`config.mk`:
```
export PLATFORM = sky130hd
export DESIGN_NAME = ff_phase_scheduler
export DESIGN_NICKNAME = d
export VERILOG_FILES = /design/src/rtl/ff_phase_scheduler.sv
export SDC_FILE = /design/constraint.sdc
export NUM_CORES = 1
export LEC_CHECK = 0
export ABC_AREA = 1
export BUFFER_PORTS_ARGS = -buffer_cell sky130_fd_sc_hd__buf_2
export CAP_MARGIN = 40
export CORE_MARGIN = 8
export CORE_UTILIZATION = 55
export DETAILED_ROUTE_END_ITERATION = 8
export HOLD_SLACK_MARGIN = 0.06
export PLACE_DENSITY = 0.9
export SLEW_MARGIN = 25
export SYNTH_ARGS = -nofsm -noshare
export SYNTH_HDL_FRONTEND = slang
export SYNTH_SLANG_ARGS = --single-unit
```
`constraint.sdc`:
```
create_clock -name clk -period 4.25 [get_ports clk]
set_input_delay 0.85 -clock clk [delete_from_list [all_inputs] [get_ports clk]]
set_output_delay 0.85 -clock clk [all_outputs]
set_load 0.02 [all_outputs]
```
`src/rtl/ff_phase_scheduler.sv`:
```
// Sequences one sample through the LRF core array: positive phase, then an optional negative phase.
// Gates the upstream AER stream into the mapper and collects per-core finish pulses, with a drain timeout.
module ff_phase_scheduler #(
  parameter int CORE_NUM      = 64,
  parameter int EVT_CNT_WIDTH = 16,
  parameter int TIMEOUT_WIDTH = 20
) (
  input  logic                     clk,
  input  logic                     rst_n,
  input  logic                     start,
  input  logic                     train_en,
  input  logic [TIMEOUT_WIDTH-1:0] timeout_cycles,
  input  logic                     src_req,
  input  logic                     src_last,
  output logic                     src_ack,
  output logic                     arr_req,
  input  logic                     arr_ack,
  input  logic [CORE_NUM-1:0]      core_finish,
  output logic                     is_pos,
  output logic                     is_train,
  output logic                     busy,
  output logic                     phase_done,
  output logic                     sample_done,
  output logic                     err_timeout,
  output logic [EVT_CNT_WIDTH-1:0] evt_cnt
);

  typedef enum logic [2:0] {
    S_IDLE, S_POS_INJ, S_POS_DRN, S_SWITCH, S_NEG_INJ, S_NEG_DRN, S_DONE, S_ERR
  } state_t;

  state_t                   state, state_nxt;
  logic                     train_q;
  logic [TIMEOUT_WIDTH-1:0] tmo_lim, tmo_cnt, tmo_inc;
  logic [CORE_NUM-1:0]      mask, mask_or;
  logic                     ack_q, last_flag, hold_q;
  logic                     in_inj, in_drn, fwd_open;
  logic                     ack_rise, ack_fall, mask_full, tmo_hit, go_start, inj_done;

  assign mask_or   = mask | core_finish;
  assign mask_full = &mask_or;
  assign tmo_inc   = tmo_cnt + 1'b1;
  assign tmo_hit   = (tmo_lim != '0) && (tmo_inc == tmo_lim);
  assign go_start  = start && ((state == S_IDLE) || (state == S_ERR));
  assign ack_rise  = fwd_open & arr_ack & ~ack_q;
  assign ack_fall  = fwd_open & ack_q & ~arr_ack;
  assign inj_done  = in_inj & ack_fall & last_flag;

  // Zero-cycle forwarding; hold_q keeps the window open until an in-flight handshake drains.
  assign arr_req = src_req & fwd_open;
  assign src_ack = arr_ack & fwd_open;

  always_ff @(posedge clk) begin
    if (!rst_n) state <= S_IDLE;
    else        state <= state_nxt;
  end

  always_comb begin
    state_nxt = state;
    case (state)
      S_IDLE, S_ERR: if (start) state_nxt = S_POS_INJ;
      S_POS_INJ:     if (inj_done) state_nxt = S_POS_DRN;
      S_POS_DRN: begin
        if (mask_full) begin
          if (!hold_q) state_nxt = train_q ? S_SWITCH : S_DONE;
        end else if (tmo_hit) begin
          state_nxt = S_ERR;
        end
      end
      S_SWITCH:      state_nxt = S_NEG_INJ;
      S_NEG_INJ:     if (inj_done) state_nxt = S_NEG_DRN;
      S_NEG_DRN: begin
        if (mask_full) begin
          if (!hold_q) state_nxt = S_DONE;
        end else if (tmo_hit) begin
          state_nxt = S_ERR;
        end
      end
      S_DONE:        state_nxt = S_IDLE;
      default:       state_nxt = S_IDLE;
    endcase
  end

  always_comb begin
    in_inj   = (state == S_POS_INJ) || (state == S_NEG_INJ);
    in_drn   = (state == S_POS_DRN) || (state == S_NEG_DRN);
    busy     = (state != S_IDLE) && (state != S_ERR);
    fwd_open = in_inj | hold_q;
  end

  always_ff @(posedge clk) begin
    if (!rst_n) begin
      train_q     <= 1'b0;
      tmo_lim     <= '0;
      tmo_cnt     <= '0;
      mask        <= '0;
      ack_q       <= 1'b0;
      last_flag   <= 1'b0;
      hold_q      <= 1'b0;
      is_pos      <= 1'b1;
      is_train    <= 1'b0;
      phase_done  <= 1'b0;
      sample_done <= 1'b0;
      err_timeout <= 1'b0;
      evt_cnt     <= '0;
    end else begin
      ack_q       <= arr_ack;
      hold_q      <= fwd_open & (src_req | arr_ack);
      phase_done  <= in_drn & mask_full & ~hold_q;
      sample_done <= (state == S_DONE);

      if (ack_rise) last_flag <= src_last;
      if (ack_fall && evt_cnt != '1) evt_cnt <= evt_cnt + 1'b1;

      // Entry clear loads the current pulses so a coincident finish is not lost.
      if (go_start || state == S_SWITCH) mask <= core_finish;
      else if (in_inj || in_drn)         mask <= mask_or;

      if (in_drn)   tmo_cnt <= tmo_inc;
      if (inj_done) begin
        tmo_cnt   <= '0;
        last_flag <= 1'b0;
      end

      if (in_drn && state_nxt == S_ERR) err_timeout <= 1'b1;

      if (state == S_POS_DRN && state_nxt == S_SWITCH) begin
        is_pos  <= 1'b0;
        evt_cnt <= '0;
      end
      if (state == S_DONE) is_pos <= 1'b1;

      if (go_start) begin
        train_q     <= train_en;
        tmo_lim     <= timeout_cycles;
        tmo_cnt     <= '0;
        is_pos      <= 1'b1;
        is_train    <= train_en;
        evt_cnt     <= '0;
        err_timeout <= 1'b0;
        last_flag   <= 1'b0;
      end
    end
  end

endmodule

```
After elaboration in Yosys (flattened, before gate mapping)
Index checks and enable logic that the tools add are counted.

storage, ports and cells
  register bits after elaboration = 131
  input bits = 91

cells by class
  add/sub/neg operators = 2
  eq/ne operators = 12
  mux-type cells = 12
  bitwise logic cells = 17
  reductions and logical operators = 21

operators by type and width
  operator                                                         count
  64-bit two-way mux                                               2
  64-bit bitwise OR                                                1
  64-bit AND reduction                                             1
  3-bit two-way mux                                                9
  3-bit case mux with 7 select lines                               1
  20-bit by 1-bit adder with 20-bit output, second input constant  1
  20-bit == test                                                   1
  20-bit nonzero test                                              1
  16-bit by 1-bit adder with 16-bit output, second input constant  1
  16-bit != test, second input constant                            1
  3-bit == test, second input constant                             5
  1-bit AND                                                        10
  3-bit by 2-bit == test with 1-bit output, second input constant  3
  3-bit OR reduction                                               3
  1-bit logical AND                                                6
  1-bit logical OR                                                 5
  1-bit NOT                                                        4
  2-bit OR reduction                                               2
  3-bit by 1-bit == test with 1-bit output, second input constant  1
  3-bit logical NOT                                                1
  3-bit != test, second input constant                             1
  3-bit nonzero test                                               1
  1-bit bitwise OR                                                 2
  2-bit nonzero test                                               1

Longest topological paths before layout
  depth in word-level cells = 12
  depth in mapped cells = 21
  gate-level depth less buffers = 20

Worst setup path after synthesis
Ideal clock, no wire load.

  path type = input to register
  start point = in core_finish[32]
  end point = reg evt_cnt[12]
  arrival time = 2.257 ns
  required time = 4.133 ns
  slack = 1.876 ns
  stages = 14
  path buffers = 1
  cell sequence = nor2_1 nor4b_1 nand3_1 nor2_1 nand2_1 o21ai_0 inv_1 nand2_1 nand2_1 nand3_1 nand3_2 nand2_4 buf_6 nor2_2

on the way
  word-level cells in the longest chain between the ends = 7

RTL lines
  item                                          line    text
  start, declared                               18      input logic [CORE_NUM-1:0] core_finish,
  64-bit bitwise OR (*)                         40      assign mask_or = mask | core_finish;
  64-bit AND reduction (*)                      41      assign mask_full = &mask_or;
  3-bit two-way mux (on tied branches)          73, 64
  3-bit case mux with 7 select lines (*)        60      case (state)
  3-bit by 2-bit == test with 1-bit output (*)  127     if (state == S_POS_DRN && state_nxt == S_SWITCH) begin
  1-bit logical AND (*)                         127
  3-bit OR reduction (no line) (*)              -
  end signal, assigned                          113     if (ack_fall && evt_cnt != '1) evt_cnt <= evt_cnt + 1'b1;
  end, declared                                 25      output logic [EVT_CNT_WIDTH-1:0] evt_cnt

Mark *: on every way between the ends. The rest lies on a longest branch, timed or not.
A chain may end at the register's enable or synchronous reset.

Worst setup path in the final report
  start point = reg tmo_cnt[0]
  end point = reg evt_cnt[4]

on the way
  word-level cells in the longest chain between the ends = 9

RTL lines
  item                                          line    text
  start, declared                               34      logic [TIMEOUT_WIDTH-1:0] tmo_lim, tmo_cnt, tmo_inc;
  start signal, assigned                        119     if (in_drn) tmo_cnt <= tmo_inc;
  20-bit by 1-bit adder with 20-bit output (*)  42      assign tmo_inc = tmo_cnt + 1'b1;
  20-bit == test (*)                            43      assign tmo_hit = (tmo_lim != '0) && (tmo_inc == tmo_lim);
  1-bit logical AND (*)                         43
  3-bit two-way mux (*)                         66, 75
  3-bit two-way mux (on tied branches)          73, 64
  3-bit case mux with 7 select lines (*)        60
  3-bit by 2-bit == test with 1-bit output (*)  127
  1-bit logical AND (*)                         127
  3-bit OR reduction (no line) (*)              -

Marks and branches as above.

==> impl_results.md <==
* Syn Area/Cell at between 6 and 7 µm²
* CTS Buf Count at 17
* Clock share of power at between 40 and 50%
* Post-Layout Cell Count at 1350
* Nets@finish at roughly 1300
* Layout Utilization at about two thirds
* Switching power at around 0.84 mW
* WL/cell at about 15 µm
* Internal power at between 2 and 2.5 mW
* Tot GR Track Use at about a quarter
* Vias in the first global route at approximately 7000
* Max Cap Viol at 0
* Post-route ant nets at 0
* Initial Util at 55.9%
* GPL Wtd Cong at between 0.9 and 1
* PortBufs at approximately 110
* First-pass GRT wire length at about 32000 µm
* DR pass1 iterations at 6
* Clock Sink Count at between 100 and 150
* Crit path max-delay family: simple AND/OR/NAND/NOR gates
* Root buffer cell: clkbuf_16
* DR vias/cell at 5.49
* CP peak stage delay at between 0.4 and 0.5 ns
* Max_slew headroom at 48.4%
* Most frequent cell after synthesis: nand2_1
* WP depth at 18
* Final Cycle Share at 65.7%
* Worst-margin pin slew at 0.771 ns
* CTS HTree Levels at 4
* Placed inst area at 0.00769 mm²
* Synth cell types at 40
* Die Ht at ~130 µm
* Final Skew at 0.00677 ns
* Sw Ratio at a little over a quarter
* CP endpoint kind: register
* P_leak at between 3 and 4 nW
* Endpoints failing setup at 0
* Post-DP HPWL at approximately 14000 µm
* Critical path class: register to register
* WHS Path Cells at 2
* Worst Hold Class: register to register
* Slowest stage cell on the critical path: dfxtp_1
* Cells after DPL at 1318
* Post-synth top area cell: dfxtp_1
* Async SR Flop Fraction at 0%
* Register area at 0.00262 mm²
* CTS resizes at 0
* DRC at 0
* Ys Warns at 0
* Crit path cell chain: ha_1 > nand2_1 > nor2_2 > nand2_2 > nor2_4 > nand2_1 > nand3b_1 > nand2_1 > nor2_1 > nand2_1 > nor2_1 > nand4_1 > nand2_1 > nand2_1 > nand3_1 > nand3_2 > nand2_4 > nor2_1
* Status: complete, no violations
* EDFF count, synth at 0
* Initial detailed-routing violation count at roughly 740
* Clk_lat worst skew at around 0.43 ns
* WP data arrival at between 3 and 4 ns
* Largest net degree at the start of global routing at 65
* Commonest cells post-synth: 298 x nand2_1, 147 x nor2_1, 131 x dfxtp_1
* Comb pwr share at 12.9%
* Pins Over Slew Limit at 0
* Synth Flop Type: dfxtp_1
* Mapped cell area at 0.00696 mm²
* Initial antenna violation count at 0
* Number of I/O pins at approximately 120
* Most used cell, CP: nand2_1
* Worst vdd ir at between 0.0003 and 0.0004 V
* Crit path time final at between 2 and 3 ns
* R2R depth at 18
* CTS max path bufs at 2
* TritonCTS clock tree: yes
* CP Launch Type: register
* CP max FO at 16
* Cell row count at 41
* Post-CTS Setup Inserts at 0
* Grt total ovfl at 0
* Routed WL at ~20000 µm
* Yosys reg bits at between 100 and 150
* Final TNS setup at 0 ns
* Area growth syn-to-layout at 18.7%
* Die X at 129 µm
* Synth Instances at around 1100
* Fmax at 358 MHz
* Share of layout cells above drive strength 1 at 18.5%
* Ant. Diodes at 0
* Cell Pwr Density at around 380 mW/mm²
* Syn Nets at between 1000 and 1500
* Core ar. at 0.0125 mm²
* Fin area at ~0.0083 mm²
* Post-synthesis sequential area ratio at a little under two fifths
* Clk slew on worst S/H paths at around 0.050 ns
* Hold-fix buffers, CTS at 0
* RSZ-0062 raised after global routing: no
* FILL cells at 1065
* Hold Violations, Final at 0
* Vias at 7413
* Largest cells by area after synthesis: dfxtp_1 38%, nand2_1 16%, nor2_1 7.9%
* Sequential Power Share at a little over two fifths
* Reg2Reg Setup Slack at between 1 and 1.5 ns
* WP data required at about 4.6 ns
* Area of the multi-input gates at 0.00385 mm²
* Top-area cell type share of the netlist area at 37.7%
* Worst path buffer plus inverter count at 0
* Die area at about 0.017 mm²
-- worst reg2reg max path: stages (launching register included) --
cell,delay [ns]
dfxtp_1,0.43
ha_1,0.22
nand2_1,0.12
nor2_2,0.25
nand2_2,0.14
nor2_4,0.14
nand2_1,0.11
nand3b_1,0.10
nand2_1,0.05
nor2_1,0.08
nand2_1,0.08
nor2_1,0.17
nand4_1,0.11
nand2_1,0.08
nand2_1,0.04
nand3_1,0.15
nand3_2,0.12
nand2_4,0.22
nor2_1,0.07
-- metal layers --
metal  wire, µm  global-route usage (%)  share of wire, %
met1       8350                    29.7                43
met5          0                       0                 0
met3       1750                    6.79               8.9
met4        658                    11.5               3.4
met2       8860                    37.9                45
-- logic make-up (layout without fill, tap and decap cells) --
logic type,after synthesis,after routing,synth area share (%)
XOR/XNOR,22,22,3.58
buffers and inverters,131,250,7.31
AO/OA/AOI/OAI,147,147,11.1
AND/OR/NAND/NOR,625,625,39.9
adder cells (fa/ha/maj),2,2,0.359
multiplexers,1,1,0.144
flip-flops,131,131,37.7
-- path summary, 6_finish.rpt --
check,startpoint,end
setup reg to reg,tmo_cnt[0],evt_cnt[4]
hold / removal,mask[51],mask[51]
hold reg to reg,mask[51],mask[51]
setup / recovery,tmo_cnt[0],evt_cnt[4]
-- stage by stage --
| step | setup WS, ns | power [mW] | hold slack, ns |
|---|---|---|---|
| 3_5_place_dp | 1.42 | 1.77 | 0.447 |
| 3_3_place_gp | 1.47 | 1.76 | 0.437 |
| 4_1_cts | 1.49 | 3.17 | 0.461 |
| 5_1_grt | 1.15 | 3.29 | 0.481 |
| 2_1_floorplan | 1.88 | 1.63 | 0.440 |
| 6_report | 1.46 | 3.17 | 0.462 |
-- flip-flops by register name (all words and copies together), names as in the netlist --
register	cells
phase_done	1
mask	64
sample_done	1
last_flag	1
tmo_lim	20
hold_q	1
train_q	1
err_timeout	1
state	3
evt_cnt	16
tmo_cnt	20
is_pos	1
ack_q	1
-- cells in the final DEF, fill, tap and decap left out, types with 7 or more instances in the layout --
cell       count
inv_1         92
buf_2        114
clkbuf_16     17
nor2_1       147
nor4_1        11
or2_2         26
xor2_1        10
dfxtp_1      131
xnor2_1        8
nand4_1       25
nand3_1       65
o21ai_0       29
nor2_2        18
nand2_1      298
a21oi_1      103
nor3_1         7
-- power by group through the flow --
stage	clock network, mW	registers (mW)	logic, mW
6_report	1.41	1.35	0.410
5_1_grt	1.48	1.35	0.457
4_1_cts	1.42	1.34	0.404
3_5_place_dp	0	1.37	0.399
3_3_place_gp	0	1.37	0.389
2_1_floorplan	0	1.36	0.271
-- layout make-up --
cell class	count	area share, %
inverter	97	4.41
multi-input combinational	797	46.6
clock inverter	7	0.878
timing repair buffer	121	7.63
sequential	131	31.7
clock buffer	25	6.12
tap	172	2.60
Power figures use the tool's default switching activity.
